[src/rtl/mem_arb_pkg.sv]
// Shared definitions for the single-port memory arbiter: requester IDs,
// FSM state encoding and requester count.
package mem_arb_pkg;

    localparam int NUM_REQ = 3;

    typedef logic [1:0] req_id_t;

    localparam req_id_t REQ_I = 2'd0;
    localparam req_id_t REQ_D = 2'd1;
    localparam req_id_t REQ_S = 2'd2;

    typedef enum logic [1:0] {
        ST_IDLE = 2'd0,
        ST_BUSY = 2'd1,
        ST_RESP = 2'd2
    } state_t;

    // Requester that follows `id` in the I -> D -> S -> I ring, `k` steps on.
    function automatic req_id_t rr_step(input req_id_t id, input int k);
        return req_id_t'((int'(id) + k) % NUM_REQ);
    endfunction

endpackage

[src/rtl/mem_arb_rr_pick.sv]
// Combinational winner selection: STB override when prio is set, otherwise
// round-robin starting at the requester after last_grant.
module mem_arb_rr_pick
    import mem_arb_pkg::*;
(
    input  logic [NUM_REQ-1:0] req,
    input  req_id_t            last_grant,
    input  logic               prio,
    output req_id_t            winner,
    output logic               valid
);

    req_id_t cand;

    always_comb begin
        // NOTE: every combinational output gets a default first so no path can infer a latch.
        winner = REQ_I;
        cand   = REQ_I;
        valid  = |req;
        if (prio && req[REQ_S]) begin
            winner = REQ_S;
        end else begin
            // Walk the ring from farthest to nearest so the nearest requester wins.
            for (int k = NUM_REQ; k >= 1; k--) begin
                cand = rr_step(last_grant, k);
                if (req[cand]) winner = cand;
            end
        end
    end

endmodule

[src/rtl/mem_arbiter.sv]
// Shares one memory port between iCache fill, dCache fill and STB drain.
// IDLE grants and latches a request, BUSY holds it until memAck, RESP acks.
module mem_arbiter
    import mem_arb_pkg::*;
#(
    parameter int ADDRESS_BITS = 32,
    parameter int LINE_BITS    = 128
) (
    input  logic                    clk,
    input  logic                    rst,
    input  logic                    iReq,
    input  logic [ADDRESS_BITS-1:0] iAddr,
    output logic                    iAck,
    input  logic                    dReq,
    input  logic [ADDRESS_BITS-1:0] dAddr,
    output logic                    dAck,
    input  logic                    wMemReq,
    input  logic [ADDRESS_BITS-1:0] wAddrMem,
    input  logic [LINE_BITS-1:0]    wDataMem,
    output logic                    wMemAck,
    input  logic                    stbFull,
    output logic [LINE_BITS-1:0]    rData,
    output logic                    memReq,
    output logic                    memWe,
    output logic [ADDRESS_BITS-1:0] memAddr,
    output logic [LINE_BITS-1:0]    memWData,
    input  logic                    memAck,
    input  logic [LINE_BITS-1:0]    memRData
);

    state_t                  state, next_state;
    req_id_t                 cur_id;
    req_id_t                 last_grant;
    req_id_t                 pick_winner;
    logic                    pick_valid;
    logic [ADDRESS_BITS-1:0] sel_addr;
    logic [LINE_BITS-1:0]    sel_wdata;

    mem_arb_rr_pick u_pick (
        .req        ({wMemReq, dReq, iReq}),
        .last_grant (last_grant),
        .prio       (stbFull),
        .winner     (pick_winner),
        .valid      (pick_valid)
    );

    always_comb begin
        sel_addr  = iAddr;
        sel_wdata = '0;
        case (pick_winner)
            REQ_D: sel_addr = dAddr;
            REQ_S: begin
                sel_addr  = wAddrMem;
                sel_wdata = wDataMem;
            end
            default: ;
        endcase
    end

    always_comb begin
        next_state = state;
        case (state)
            ST_IDLE: if (pick_valid) next_state = ST_BUSY;
            ST_BUSY: if (memAck) next_state = ST_RESP;
            ST_RESP: next_state = ST_IDLE;
            default: next_state = ST_IDLE;
        endcase
    end

    // NOTE: sequential state uses non-blocking assignments so every register samples pre-edge values.
    always_ff @(posedge clk or posedge rst) begin
        if (rst) state <= ST_IDLE;
        else     state <= next_state;
    end

    // Reset abandons any in-flight transaction; a late memAck then lands in IDLE and is ignored.
    always_ff @(posedge clk or posedge rst) begin
        if (rst) begin
            cur_id     <= REQ_I;
            last_grant <= REQ_S;
            memReq     <= 1'b0;
            memWe      <= 1'b0;
            memAddr    <= '0;
            memWData   <= '0;
            iAck       <= 1'b0;
            dAck       <= 1'b0;
            wMemAck    <= 1'b0;
            rData      <= '0;
        end else begin
            iAck    <= 1'b0;
            dAck    <= 1'b0;
            wMemAck <= 1'b0;
            case (state)
                ST_IDLE: begin
                    if (pick_valid) begin
                        cur_id     <= pick_winner;
                        last_grant <= pick_winner;
                        memReq     <= 1'b1;
                        memWe      <= (pick_winner == REQ_S);
                        memAddr    <= sel_addr;
                        memWData   <= sel_wdata;
                    end
                end
                ST_BUSY: begin
                    if (memAck) begin
                        memReq  <= 1'b0;
                        if (!memWe) rData <= memRData;
                        iAck    <= (cur_id == REQ_I);
                        dAck    <= (cur_id == REQ_D);
                        wMemAck <= (cur_id == REQ_S);
                    end
                end
                default: ;
            endcase
        end
    end

endmodule

[config.mk]
export PLATFORM = sky130hd
export DESIGN_NAME = mem_arbiter
export DESIGN_NICKNAME = d
export VERILOG_FILES = /design/src/rtl/mem_arb_pkg.sv /design/src/rtl/mem_arb_rr_pick.sv /design/src/rtl/mem_arbiter.sv
export SDC_FILE = /design/constraint.sdc
export NUM_CORES = 1
export LEC_CHECK = 0
export ABC_AREA = 1
export ABC_CLOCK_PERIOD_IN_PS = 11600
export BUFFER_PORTS_ARGS = -buffer_cell sky130_fd_sc_hd__buf_2
export CAP_MARGIN = 15
export CELL_PAD_IN_SITES_DETAIL_PLACEMENT = 1
export CELL_PAD_IN_SITES_GLOBAL_PLACEMENT = 2
export CORE_AREA = 8 8 247 249
export DETAILED_ROUTE_END_ITERATION = 16
export DIE_AREA = 0 0 255 257
export HOLD_SLACK_MARGIN = 0.15
export PLACE_DENSITY = 0.66
export SYNTH_ARGS = -nofsm -noshare
export SYNTH_HDL_FRONTEND = slang
export SYNTH_SLANG_ARGS = --single-unit
[constraint.sdc]
create_clock -name clk -period 11.6 [get_ports clk]
set_input_delay 0 -clock clk [delete_from_list [all_inputs] [get_ports clk]]
set_output_delay 0 -clock clk [all_outputs]
set_load 0.005 [all_outputs]
## Word-level counts from Yosys, hierarchy flattened

Index checks and enable logic that the tools add are counted.

- Bits in registers: 299
- Input port bits: 359
- Output and inout bits: 293
- Word-level logic and storage cells: 61

- $add $sub $neg: 3
- Div/mod/pow operators: 3
- Magnitude comparators: 3
- Eq/ne operators: 7
- Mux-type cells: 24
- Bitwise logic cells: 1
- Reduce and logical (&&, ||, !) cells: 9

Operators by type and width:

| cell | number |
|---|---|
| two-way mux 128 bit | 1 |
| remainder unit 32 x 3 -> 32 bit, second input constant | 3 |
| case mux 32 bit (2 select lines) | 1 |
| two-way mux 2 bit | 6 |
| two-way mux 1 bit | 11 |
| less-than comparator 2 x 3 -> 1 bit, second input constant | 3 |
| adder 2 x 2 -> 3 bit, second input constant | 2 |
| binary-select mux 1 bit (select 2 bit) | 3 |
| equality test 2 x 1 -> 1 bit, second input constant | 3 |
| AND reduction 3 bit | 2 |
| equality test 2 bit, second input constant | 2 |
| zero test 2 bit | 2 |
| inequality test 2 bit, second input constant | 2 |
| case mux 2 bit (2 select lines) | 1 |
| AND reduction 2 bit | 2 |
| adder 2 x 1 -> 3 bit, second input constant | 1 |
| OR reduction 3 bit | 1 |
| case mux 1 bit (2 select lines) | 1 |
| nonzero test 2 bit | 1 |
| logical AND 1 bit | 1 |
| NOT 1 bit | 1 |

## Longest topological paths before layout

- Depth in word-level cells: 10
- Gate-level depth with buffers: 15
- Depth with buffers taken out: 14

## By module

A second synthesis with hierarchy kept.

- Cells, all modules: 1499
- Area total of the unflattened synthesis: 13076.3 um^2

Modules (own cells, without submodules):

| module | times used | cells each | area an instance (um^2) | sequential area each (um^2) |
|---|---|---|---|---|
| mem_arbiter | 1 | 1461 | 12868.6 | 7458.4 |
| mem_arb_rr_pick | 1 | 38 | 207.7 | 0.0 |

## Worst setup path after synthesis

Ideal clock, no wire load.

- Kind: register to register
- Start: register cur_id[0] (netlist name)
- End: register memWData[61]
- Setup time: 0.065 ns
- Data arrival time: 2.261 ns
- Required time: 11.535 ns
- Setup slack: 9.274 ns
- Stages on the path, launching flop included: 16
- Buffers on the path: 3
- Period minus slack after synthesis: 2.326 ns
- Path through: dfrtp_1 inv_1 ha_1 inv_1 nand2_1 nand2_1 a21oi_1 nand3_1 nand2_1 nand2_1 ha_1 buf_2 clkbuf_1 clkbuf_1 nand3_1 nand2_1

RTL lines:

| element | line | text |
|---|---|---|
| end signal, assigned | mem_arbiter.sv:101 | `memWData <= sel_wdata;` |
| end, declared | mem_arbiter.sv:26 | `output logic [LINE_BITS-1:0] memWData,` |

==> results_dict.tcl <==
set metrics [dict create \
    fill_cells 6555 \
    vias_per_cell 4.30 \
    die_y_um 257 \
    synth-edff-count 0 \
    critPathMaxFanout 90 \
    finClkSkew_ns 0.0183 \
    synth_area_leaders "dfrtp_1 (58%), mux2_4 (14%), nand2_1 (9.2%), nand3_1 (5.3%), a22o_1 (2.2%)" \
    status "completed" \
    layout.cells.non_filler 2879 \
    criticalPathCategory "reg2reg" \
    cts_buffers 39 \
    ys_seq_elements 298 \
    vias 12400 \
    layout-drive-gt1-share 0.412 \
    nets 2434 \
    fin_setup_tns_ns 0 \
    use_met1 0.185 \
    grt_max_degree 91 \
    leakage_nw 11.4 \
    slowest_delay_ns 0.87 \
    ctsResizeCount 0 \
    grt_first_pass_wirelength_um 88000 \
    ant_nets 0 \
    synth_fp_nets 1482 \
    synth_most_common_cell "nand2_1" \
    clock_sinks 298 \
    htree_levels 2 \
    fmax_mhz 232 \
    drv_slew 0 \
    die_w_um 255 \
    rows 88 \
    rsz0062_at_grt "no" \
    crit_path_end_kind "flop" \
    timing.rr.end "memAddr[3]" \
    clockBufferDepth 3 \
    antenna_found_initial 16 \
    cts_tree "done" \
    async_reset_ff_frac 1.00 \
    die-area_um2 65500 \
    insertion_delay_ns 0.55 \
    cts.clk_slew.worst_paths_ns 0.06 \
    synth_flop_cell "dfrtp_1" \
    synth_area_um2 12800 \
    use_met2 0.303 \
    first_pass_iters 6 \
    slew_headroom 0.273 \
    root_buffer "clkbuf_16" \
    post_drt_wl_per_cell_um 20.4 \
    grt_overflow 0 \
    core-area_um2 57000 \
    drc_errors 0 \
    hold_path.class "in2reg" \
    synth_top_cell_by_area "dfrtp_1" \
    ys_top_cells_by_count "nand2_1 (313), dfrtp_1 (297), nand3_1 (134)" \
    peakVddDrop_uv 180 \
    io_buffer_count 651 \
    io_pins 652 \
    dp_slack_ns 7.73 \
    powerDensity_nw_per_um2 254 \
    netlist_instances 1118 \
    grtUsageMet3 0.0628 \
    synth_top_area_frac 0.583 \
    ys_types 26 \
    worst_slew_pin_slew_ns 1.09 \
    path_cells "inv_1 > ha_1 > inv_1 > nand2_1 > nand2_1 > a21oi_1 > nand3_1 > nand2_1 > nand2_1 > ha_4 > buf_4 > a22o_1 > o21ai_0 > o21ai_1 > dlygate4sd3_1" \
    worstPathRequired_ns 12.08 \
    fin_ws_ns 7.29 \
    seq_area_frac_synth 0.585 \
    place_congestion 0.824 \
    area_delta_synth_final_pct 66.2 \
    cp_slowest_cell "buf_4" \
    r2r_cells 15 \
    grt_pass1_vias 14200 \
    ys_warn_count 0 \
    postLayoutCoreUtil 0.372 \
    finalCritPeriodShare 0.372 \
    period_needed_ns 4.31 \
    startpoint "cur_id[0]" \
    drt_iter0_markers 444 \
    finalHoldViolCount 0 \
    cts_setup_buffers 0 \
    r2r_slack_ns 7.29 \
    start_util 0.224 \
    p_total_mw 5.38 \
    cap_violations 0 \
    top_usage_layer "met2" \
    crit_arrival_ns 4.80 \
    syn_avg_cell_area_um2 11.4 \
    rr_startpoint "cur_id[0]" \
    path_common_cell "nand2_1" \
    setup.worst_path.start_class "flop" \
    hpwlAfterDp_um 40000 \
    endpoint "memAddr[3]" \
    track_usage 0.172 \
    dp_cells 2466 \
    routed_wirelength_um 58700 \
    setup_viol 0 \
]
## through the flow
stage               hold WS [ns]  instance area, um2
finish                     0.215               21200
global route               0.192               21200
CTS                        0.158               21200
detailed placement         0.174               16500
global placement           0.170               16500
floorplan                 0.0863               12800
## per-layer routing
metal,up-vias,share of wire
met5,-,0.00039
met4,4,0.039
met3,119,0.095
met2,482,0.50
met1,6115,0.36
li1,5648,-
## flip-flops by register name (all words and copies together) (netlist names)
signal / cells
memWData: 128
rData: 128
memAddr: 32
cur_id: 2
state: 2
dAck: 1
iAck: 1
last_grant: 1
memReq: 1
memWe: 1
wMemAck: 1
## report_power, final
part	total, mW	internal (mW)	switching, mW
registers	1.69	1.46	0.230
clock network	1.31	0.817	0.496
logic	2.37	1.15	1.23
## kinds of logic after synthesis
| group | share of synthesized area |
|---|---|
| buffers and inverters | 0.0539 |
| adder cells (fa/ha/maj) | 0.00490 |
| AND/OR/NAND/NOR | 0.159 |
| multiplexers | 0.148 |
| flip-flops | 0.585 |
| AO/OA/AOI/OAI | 0.0488 |
## cells in the final DEF, fill, tap and decap left out, types with 15 or more instances in the layout
cell type	count
inv_1	15
dlygate4sd3_1	328
dfrtp_1	297
mux2_4	120
nor2_1	35
nand3_1	134
o21ai_0	38
o21ai_1	28
clkbuf_16	41
a22o_1	32
buf_2	651
nand2_1	313
## area by class of cell
class / instances / area, um2 / area share
sequential: 298 / 7460 / 0.352
multi-input combinational: 724 / 4640 / 0.219
inverter: 18 / 80.1 / 0.00378
tap: 765 / 957 / 0.0451
clock inverter: 17 / 239 / 0.0113
antenna: 14 / 35.0 / 0.00165
clock buffer: 54 / 1160 / 0.0549
timing repair buffer: 989 / 6640 / 0.313
## how the worst min path moves through the flow
| stage | startpoint | endpoint | slack (ns) | cells after the start |
|---|---|---|---|---|
| 3_5_place_dp | rst | rData[123] | 0.17 | 2 |
| 4_1_cts | memRData[70] | rData[70] | 0.16 | 3 |
| 6_report | wDataMem[78] | memWData[78] | 0.21 | 4 |
| 3_3_place_gp | rst | rData[123] | 0.17 | 2 |
| 5_1_grt | memRData[67] | rData[67] | 0.19 | 3 |
| 2_1_floorplan | memAck | state[0] | 0.09 | 1 |
## worst max-delay path, delay by kind of cell, from the launching register on
family / cells / cell delay [ns]
simple gates: 5 / 0.42
compound gates: 4 / 0.59
buf+inv: 4 / 1.66
flops: 1 / 0.41
fa+ha+maj: 2 / 1.10
## repair_timing
action | CTS | global route
hold buffers | 328 | 0
endpoints found under the setup margin | 0 | 0
endpoints found under the hold margin | 380 | 0
Power figures use the tool's default switching activity.
